[config.mk]
export PLATFORM = sky130hd
export DESIGN_NAME = morse_receiver
export DESIGN_NICKNAME = d
export VERILOG_FILES = /design/src/rtl/morse_receiver.sv
export SDC_FILE = /design/constraint.sdc
export NUM_CORES = 1
export LEC_CHECK = 0
export CORE_MARGIN = 1
export CORE_UTILIZATION = 41
export CTS_CLUSTER_DIAMETER = 100
export DETAILED_ROUTE_END_ITERATION = 8
export PLACE_DENSITY_LB_ADDON = 0.2
export SLEW_MARGIN = 10
export SYNTH_ARGS = -nofsm -noshare
export SYNTH_HDL_FRONTEND = slang
export SYNTH_SLANG_ARGS = --single-unit
[constraint.sdc]
create_clock -name clock -period 5.7 [get_ports clock]
set_clock_uncertainty 0.1 [all_clocks]
set_input_delay 0.855 -clock clock [delete_from_list [all_inputs] [get_ports clock]]
set_output_delay 0.855 -clock clock [all_outputs]
set_load 0.05 [all_outputs]
[src/rtl/morse_receiver.sv]
// Morse line receiver: recovers the 14-bit on/off frame shifted out by the blinker
// and decodes it back to the letter index (S..Z), flagging frames that match no code.
module morse_receiver #(
    parameter int CLKS_PER_SYM = 25000000,
    parameter int CNT_W        = 25
) (
    input  logic        clock,
    input  logic        reset_n,
    input  logic        enable,
    input  logic        line_in,
    output logic [2:0]  letter,
    output logic        letter_valid,
    output logic        frame_error,
    output logic        busy,
    output logic [13:0] frame
);

    typedef enum logic [1:0] {IDLE, ALIGN, SHIFT, DECODE} state_t;

    localparam logic [CNT_W-1:0] HALF_LOAD = CNT_W'(CLKS_PER_SYM / 2 - 1);
    localparam logic [CNT_W-1:0] FULL_LOAD = CNT_W'(CLKS_PER_SYM - 1);

    state_t            state;
    logic [CNT_W-1:0]  cnt;
    logic [3:0]        bitcnt;
    logic [13:0]       shreg;
    logic              sync_meta;
    logic              s;
    logic              p;
    logic [2:0]        primed;
    logic              rise;
    logic              match_hit;
    logic [2:0]        match_idx;

    function automatic logic [13:0] code_of(input logic [2:0] k);
        case (k)
            3'd0:    code_of = 14'b10101000000000;
            3'd1:    code_of = 14'b11100000000000;
            3'd2:    code_of = 14'b10101110000000;
            3'd3:    code_of = 14'b10101011100000;
            3'd4:    code_of = 14'b10111011100000;
            3'd5:    code_of = 14'b11101010111000;
            3'd6:    code_of = 14'b11101011101110;
            default: code_of = 14'b11101110101000;
        endcase
    endfunction

    // primed[2] marks that p holds a real post-reset sample, so a line that is
    // already high when reset releases does not look like a 0-to-1 transition.
    assign rise = s & ~p & primed[2];

    always_comb begin
        match_hit = 1'b0;
        match_idx = 3'd0;
        for (int k = 0; k < 8; k++) begin
            if (shreg == code_of(3'(k))) begin
                match_hit = 1'b1;
                match_idx = 3'(k);
            end
        end
    end

    always_ff @(posedge clock) begin
        if (!reset_n) begin
            state        <= IDLE;
            cnt          <= '0;
            bitcnt       <= '0;
            shreg        <= '0;
            sync_meta    <= 1'b0;
            s            <= 1'b0;
            p            <= 1'b0;
            primed       <= '0;
            letter       <= '0;
            letter_valid <= 1'b0;
            frame_error  <= 1'b0;
            busy         <= 1'b0;
            frame        <= '0;
        end else begin
            sync_meta    <= line_in;
            s            <= sync_meta;
            p            <= s;
            primed       <= {primed[1:0], 1'b1};
            letter_valid <= 1'b0;
            frame_error  <= 1'b0;
            if (enable) begin
                case (state)
                    IDLE: begin
                        if (rise) begin
                            cnt   <= HALF_LOAD;
                            state <= ALIGN;
                            busy  <= 1'b1;
                        end
                    end
                    ALIGN: begin
                        if (cnt == '0) begin
                            if (s) begin
                                shreg  <= 14'd1;
                                bitcnt <= 4'd1;
                                cnt    <= FULL_LOAD;
                                state  <= SHIFT;
                            end else begin
                                state <= IDLE;
                                busy  <= 1'b0;
                            end
                        end else begin
                            cnt <= cnt - CNT_W'(1);
                        end
                    end
                    SHIFT: begin
                        if (cnt == '0) begin
                            shreg  <= {shreg[12:0], s};
                            bitcnt <= bitcnt + 4'd1;
                            cnt    <= FULL_LOAD;
                            if (bitcnt == 4'd13) begin
                                state <= DECODE;
                            end
                        end else begin
                            cnt <= cnt - CNT_W'(1);
                        end
                    end
                    default: begin
                        frame <= shreg;
                        if (match_hit) begin
                            letter       <= match_idx;
                            letter_valid <= 1'b1;
                        end else begin
                            frame_error <= 1'b1;
                        end
                        // A frame starting right on the decode cycle is picked up directly.
                        if (rise) begin
                            cnt   <= HALF_LOAD;
                            state <= ALIGN;
                        end else begin
                            state <= IDLE;
                            busy  <= 1'b0;
                        end
                    end
                endcase
            end
        end
    end

endmodule

==> results of run 1 <==
-- cell families after synthesis --
kind of cell	synth area share [%]
flops	41.0
mux	0.578
simple gates	29.9
xor+xnor	1.01
buf+inv	4.70
fa+ha+maj	2.89
compound gates	19.9
-- placed cells by master, fill, tap and decap left out, types with 3 or more instances in the layout --
cell	n
ha_1	8
dfxtp_1	71
clkbuf_8	9
a21oi_1	49
nor3_1	17
clkdlybuf4s50_1	23
a31oi_1	3
nand3_1	8
nor4_1	6
o21ai_0	16
xor2_1	4
nand3b_1	3
nor2_1	31
nand4_1	4
and3_1	4
o31ai_1	4
or4_1	5
nand2b_1	8
nand4b_1	3
inv_1	14
nor3b_1	3
a311oi_1	7
and2_1	5
a211oi_1	8
nand2_1	83
-- registers in the layout, summed over array words and instances (netlist names) --
register      count
bitcnt            4
busy              1
cnt              25
frame            14
frame_error       1
letter            3
letter_valid      1
p                 1
primed            3
s                 1
shreg            14
state             2
sync_meta         1
-- metrics by stage --
step | std cells | worst slack, ns | area, µm²
finish | 554 | 2.66 | 3940
CTS | 554 | 2.65 | 3940
detailed placement | 538 | 2.54 | 3720
global placement | 538 | 2.65 | 3720
global route | 554 | 2.33 | 3940
floorplan | 429 | 3.24 | 3460
-- final cells by class --
type / instances / area, µm²
inverter: 14 / 52.6
sequential: 71 / 1420
tap: 105 / 131
clock inverter: 6 / 85.1
clock buffer: 10 / 128
fill: 796 / 4240
timing repair buffer: 24 / 238
multi-input combinational: 324 / 1880
-- power groups by stage --
stage / Sequential (µW) / Clock [µW] / Combinational (µW)
floorplan: 514 / 0 / 52.5
global placement: 514 / 0 / 67.5
detailed placement: 515 / 0 / 67.7
CTS: 503 / 450 / 68.1
global route: 504 / 472 / 75.7
finish: 503 / 439 / 68.6
-- worst max-delay path: stages, from the launching register on --
cell and delay (ns):
dfxtp_1 0.36, inv_1 0.07, ha_1 0.20, nor3b_1 0.45, nand4_2 0.36, nor4_4 0.92, nand4_1 0.20, xor2_1 0.19
nor2_1 0.05
-- per-layer routing --
layer	part of all wire (%)	track usage [%]	vias up
met1	49	26.5	1420
met4	2.0	9.10	0
li1	-	-	1565
met2	45	30.0	69
met3	4.0	3.16	13
met5	0	0	-
-- worst min-delay path by stage --
stage | endpoint | slack [ns] | depth (start not counted)
6_report | s$_SDFF_PN0_ | 0.34 | 1
5_1_grt | s$_SDFF_PN0_ | 0.35 | 1
3_5_place_dp | primed[2]$_SDFF_PN0_ | 0.32 | 1
2_1_floorplan | primed[1]$_SDFF_PN0_ | 0.31 | 1
4_1_cts | primed[2]$_SDFF_PN0_ | 0.34 | 1
3_3_place_gp | s$_SDFF_PN0_ | 0.32 | 1
==> out/results.tsv, run 1 <==
stage	metric	value	unit
routing	drc	0	
clock_tree	h-tree-depth	3	
hold_path	min_path_type	reg2reg	
clock_tree	cts_buffers	9	
pwr	irDropWorstVdd	115	µV
worst_setup_path	endpoint	bitcnt[3]$_SDFFE_PN0P_	
yosys	synth_edf_count	0	
clock_tree	clock_path_buffers	2	
sta	final-max-slew-violation-count	0	
sta	max_freq	329	MHz
routing	postRouteAntennaNets	0	
finish	synthToLayoutAreaGrowth	13.6	%
clock_tree	clk_latency	0.35	ns
worst_setup_path	startpoint	cnt[0]$_SDFFE_PN0P_	
routing	via_count	3067	
finish	nets	456	
worst_setup_path	worstPathArrival	3.15	ns
yosys	synth_most_common_cell	nand2_1	
yosys	syn_avg_cell_area	8.07	µm²
sta	worst_pin_slew	1.07	ns
routing	drt-total-wl	7910	µm
finish	drive_gt1_share	7.80	%
global_routing	grt_pass1_wl	13600	µm
yosys	synth_cell_types	60	
pwr	power_density	257	nW/µm²
pwr	power	1010	µW
yosys	synthCells	429	
clock_tree	cts_resized	0	
sta	hold_viol	0	
place	gp_congestion	0.839	
yosys	ys.flop_type	dfxtp_1	
worst_setup_path	r2r_cells	8	
yosys	yosys_warnings	0	
sta	setup_viol	0	
yosys	synth_area_leaders	dfxtp_1 41%, nand2_1 9.0%, a21oi_1 7.1%	
pwr	leakage	0.00134	µW
worst_setup_path	reg2reg_to	bitcnt[3]$_SDFFE_PN0P_	
finish	antenna-diode-count	0	
floorplan	die_h	93.9	µm
hold_path	hp-start	sync_meta$_SDFF_PN0_	
global_routing	antenna_found_initial	0	
clock_tree	cts_root_buf	clkbuf_8	
sta	relSlewSlack	28.1	%
worst_setup_path	endpoint_kind	flip-flop	
worst_setup_path	r2r-start	cnt[0]$_SDFFE_PN0P_	
worst_setup_path	cp_max_fo	19	
worst_setup_path	reg2reg_slack	2.66	ns
global_routing	grt_use_total	19.5	%
worst_setup_path	path_class	reg2reg	
global_routing	grt_pass1_vias	2863	
sta	min_period	3.04	ns
routing	firstDrtPassIters	5	
global_routing	grt-ovfl-total	0	
status	status	complete, no violations	
job	maxCapViolCount	0	
sta	rsz0062_at_grt	false	
clock_tree	clk_pin_slew_worst_paths	0.08	ns
yosys	syn-num-nets	441	
pwr	p_sw	243	µW
pwr	pwr-share-clk	43.5	%
yosys	ys_seq_elements	71	
floorplan	die-area	8820	µm²
worst_setup_path	cp-start-kind	flip-flop	
clock_tree	cts_setup_buffers	0	
clock_tree	hold_buffers	0	
pwr	p_comb_share	6.8	%
finish	fin_util	48.1	%
yosys	ys_async_sr_fraction	0	%
global_routing	grt_max_degree	42	
sta	post-route-period-util	53.3	%
floorplan	start_util	42.4	%
clock_tree	cts_tree	built	
routing	vias_per_cell	5.54	
floorplan	die_x	93.9	µm
floorplan	ios	24	
routing	wl_per_cell	14.3	µm
place	place_hpwl	5460	µm
yosys	synth_top_cells_by_count	83 x nand2_1, 71 x dfxtp_1, 49 x a21oi_1	
floorplan	rows	33	
routing	drtIter0Drc	158	
place	port_buffers	23	
pwr	intPower	768	µW
worst_setup_path	critical_path_required	5.81	ns
yosys	synth_top_area_share	41.0	%
pwr	p_sw_share	24.0	%
sta	fin_hold_ws	0.336	ns
yosys	synth_area	3460	µm²
yosys	synth_top_cell_by_area	dfxtp_1	
pwr	seqPwrFrac	49.8	%
floorplan	core-area	8180	µm²
sta	setup_tns	0	ns
yosys	yosysSeqAreaShare	41.0	%
clock_tree	clock_sinks	71	
(Power assumes the default switching activity.)
==> inputs of run 2 (changes only) <==
==> constraint.sdc (replaced) <==
create_clock -name clock -period 3 [get_ports clock]
set_clock_uncertainty 0.1 [all_clocks]
set_input_delay 0.45 -clock clock [delete_from_list [all_inputs] [get_ports clock]]
set_output_delay 0.45 -clock clock [all_outputs]
set_load 0.05 [all_outputs]
==> out/results.tsv, run 2 (synthesis results as in run 1) <==
stage	metric	value	unit	change
global_routing	top_usage_layer	met2		unchanged
sta	setup_viol	0		unchanged
sta	relSlewSlack	56.4	%	was 28.1%
clock_tree	hold_buffers	0		unchanged
finish	antenna-diode-count	0		unchanged
floorplan	rows	33		unchanged
finish	layout_commonest_cell	nand2_1		unchanged
global_routing	grt_max_degree	42		unchanged
clock_tree	clk_latency	0.34	ns	was 0.35 ns
worst_setup_path	path_class	reg2reg		unchanged
clock_tree	h-tree-depth	3		unchanged
sta	final-max-slew-violation-count	0		unchanged
routing	vias_per_cell	5.53		was 5.54
sta	rsz0062_at_grt	false		unchanged
clock_tree	cts_tree	built		unchanged
global_routing	grt-ovfl-total	0		unchanged
finish	synthToLayoutAreaGrowth	17.1	%	was 13.6%
worst_setup_path	endpoint_kind	flip-flop		unchanged
routing	drt-total-wl	8260	µm	was 7910 µm
worst_setup_path	critical_path_required	3.16	ns	was 5.81 ns
place	place_hpwl	5800	µm	was 5460 µm
routing	postRouteAntennaNets	0		unchanged
pwr	irDropWorstVdd	264	µV	was 115 µV
global_routing	grtUsageMet2	33.0	%	was 30.0%
routing	drc	0		unchanged
finish	nets	470		was 456
floorplan	die_h	93.9	µm	unchanged
sta	hold_viol	0		unchanged
global_routing	grt_use_total	20.1	%	was 19.5%
global_routing	gr-usage-met3	3.16	%	unchanged
clock_tree	cts_buffers	9		unchanged
routing	firstDrtPassIters	4		was 5
pwr	power_density	484	nW/µm²	was 257 nW/µm²
finish	mostFrequentLayoutCells	83 x nand2_1, 71 x dfxtp_1, 49 x a21oi_1		unchanged
clock_tree	cts_resized	0		unchanged
pwr	power	1960	µW	was 1010 µW
floorplan	die_x	93.9	µm	unchanged
place	port_buffers	23		unchanged
pwr	leakage	0.00142	µW	was 0.00134 µW
sta	min_period	2.63	ns	was 3.04 ns
clock_tree	clk_pin_slew_worst_paths	0.07	ns	was 0.08 ns
floorplan	core-area	8180	µm²	unchanged
floorplan	die-area	8820	µm²	unchanged
clock_tree	cts_setup_buffers	0		unchanged
finish	reg_top3	cnt: 25 flops, frame: 14 flops, shreg: 14 flops		unchanged
job	maxCapViolCount	0		unchanged
sta	worst_pin_slew	0.646	ns	was 1.07 ns
worst_setup_path	cp-start-kind	flip-flop		unchanged
sta	post-route-period-util	87.6	%	was 53.3%
sta	setup_tns	0	ns	unchanged
clock_tree	cts_root_buf	clkbuf_8		unchanged
floorplan	start_util	42.4	%	unchanged
place	gp_congestion	0.798		was 0.839
floorplan	ios	24		unchanged
hold_path	min_path_type	reg2reg		unchanged
routing	drtIter0Drc	144		was 158
clock_tree	clock_sinks	71		unchanged
global_routing	grt_pass1_vias	2870		was 2863
finish	largest_reg_flops	25		unchanged
sta	max_freq	380	MHz	was 329 MHz
worst_setup_path	worstPathArrival	2.79	ns	was 3.15 ns
routing	via_count	3141		was 3067
status	status	complete, no violations		unchanged
global_routing	grt_pass1_wl	13700	µm	was 13600 µm
global_routing	use_met1	26.4	%	was 26.5%
finish	largest-register	cnt		unchanged
finish	drive_gt1_share	10.6	%	was 7.80%
worst_setup_path	cp_max_fo	10		was 19
routing	wl_per_cell	14.5	µm	was 14.3 µm
global_routing	antenna_found_initial	0		unchanged
clock_tree	clock_path_buffers	2		unchanged
-- run 2: stage by stage --
stage          cell area [µm²]  std cells  hold slack [ns]  utilization [%]  setup slack [ns]
2_1_floorplan             3460        429            0.312                -             0.535
3_3_place_gp              3830        552            0.317             46.8             0.421
3_5_place_dp              3830        552            0.323             46.8             0.265
4_1_cts                   4050        568            0.340             49.6             0.236
5_1_grt                   4060        568            0.356             49.6             0.198
6_report                  4060        568            0.333             49.6             0.371
-- run 2: cell type report --
| cell class | count | area (µm²) |
|---|---|---|
| tap | 105 | 131 |
| clock buffer | 13 | 159 |
| sequential | 71 | 1420 |
| multi-input combinational | 324 | 1880 |
| fill | 808 | 4120 |
| timing repair buffer | 38 | 343 |
| clock inverter | 3 | 65.1 |
| inverter | 14 | 52.6 |
-- run 2: critical path, cell delays in order (launching register included) --
cell,delay [ns]
dfxtp_1,0.36
nor4_1,0.59
nand4_2,0.38
nor3_2,0.44
buf_4,0.21
nor2_2,0.10
and3_1,0.21
nor3_1,0.16
-- run 2: final timing paths --
| kind | startpoint | to | slack [ns] | cells past startpoint |
|---|---|---|---|---|
| max | cnt[11]$_SDFFE_PN0P_ | cnt[13]$_SDFFE_PN0P_ | 0.37 | 7 |
| min | sync_meta$_SDFF_PN0_ | s$_SDFF_PN0_ | 0.33 | 1 |
| max reg2reg | cnt[11]$_SDFFE_PN0P_ | cnt[13]$_SDFFE_PN0P_ | 0.37 | 7 |
| min reg2reg | sync_meta$_SDFF_PN0_ | s$_SDFF_PN0_ | 0.33 | 1 |
-- run 2: power by group --
group / switching, µW / total (µW) / internal [µW]
registers: 6.21 / 956 / 950
logic: 88.6 / 141 / 52.0
clock network: 353 / 867 / 514
total: 448 / 1960 / 1520
-- run 2: metal layers --
metal | vias up | part of all wire, %
met1 | 1484 | 48
met5 | - | 0
li1 | 1592 | -
met3 | 8 | 3.4
met2 | 57 | 47
met4 | 0 | 1.5
==> inputs of run 3 (changes only) <==
--- a/config.mk
+++ b/config.mk
@@ -10,7 +10,9 @@
 export CTS_CLUSTER_DIAMETER = 100
 export DETAILED_ROUTE_END_ITERATION = 8
 export PLACE_DENSITY_LB_ADDON = 0.2
+export SKIP_LAST_GASP = 1
 export SLEW_MARGIN = 10
 export SYNTH_ARGS = -nofsm -noshare
 export SYNTH_HDL_FRONTEND = slang
 export SYNTH_SLANG_ARGS = --single-unit
+export TNS_END_PERCENT = 5
==> results of run 3 <==
Final layout, timing and power as in run 2 (identical DEF).
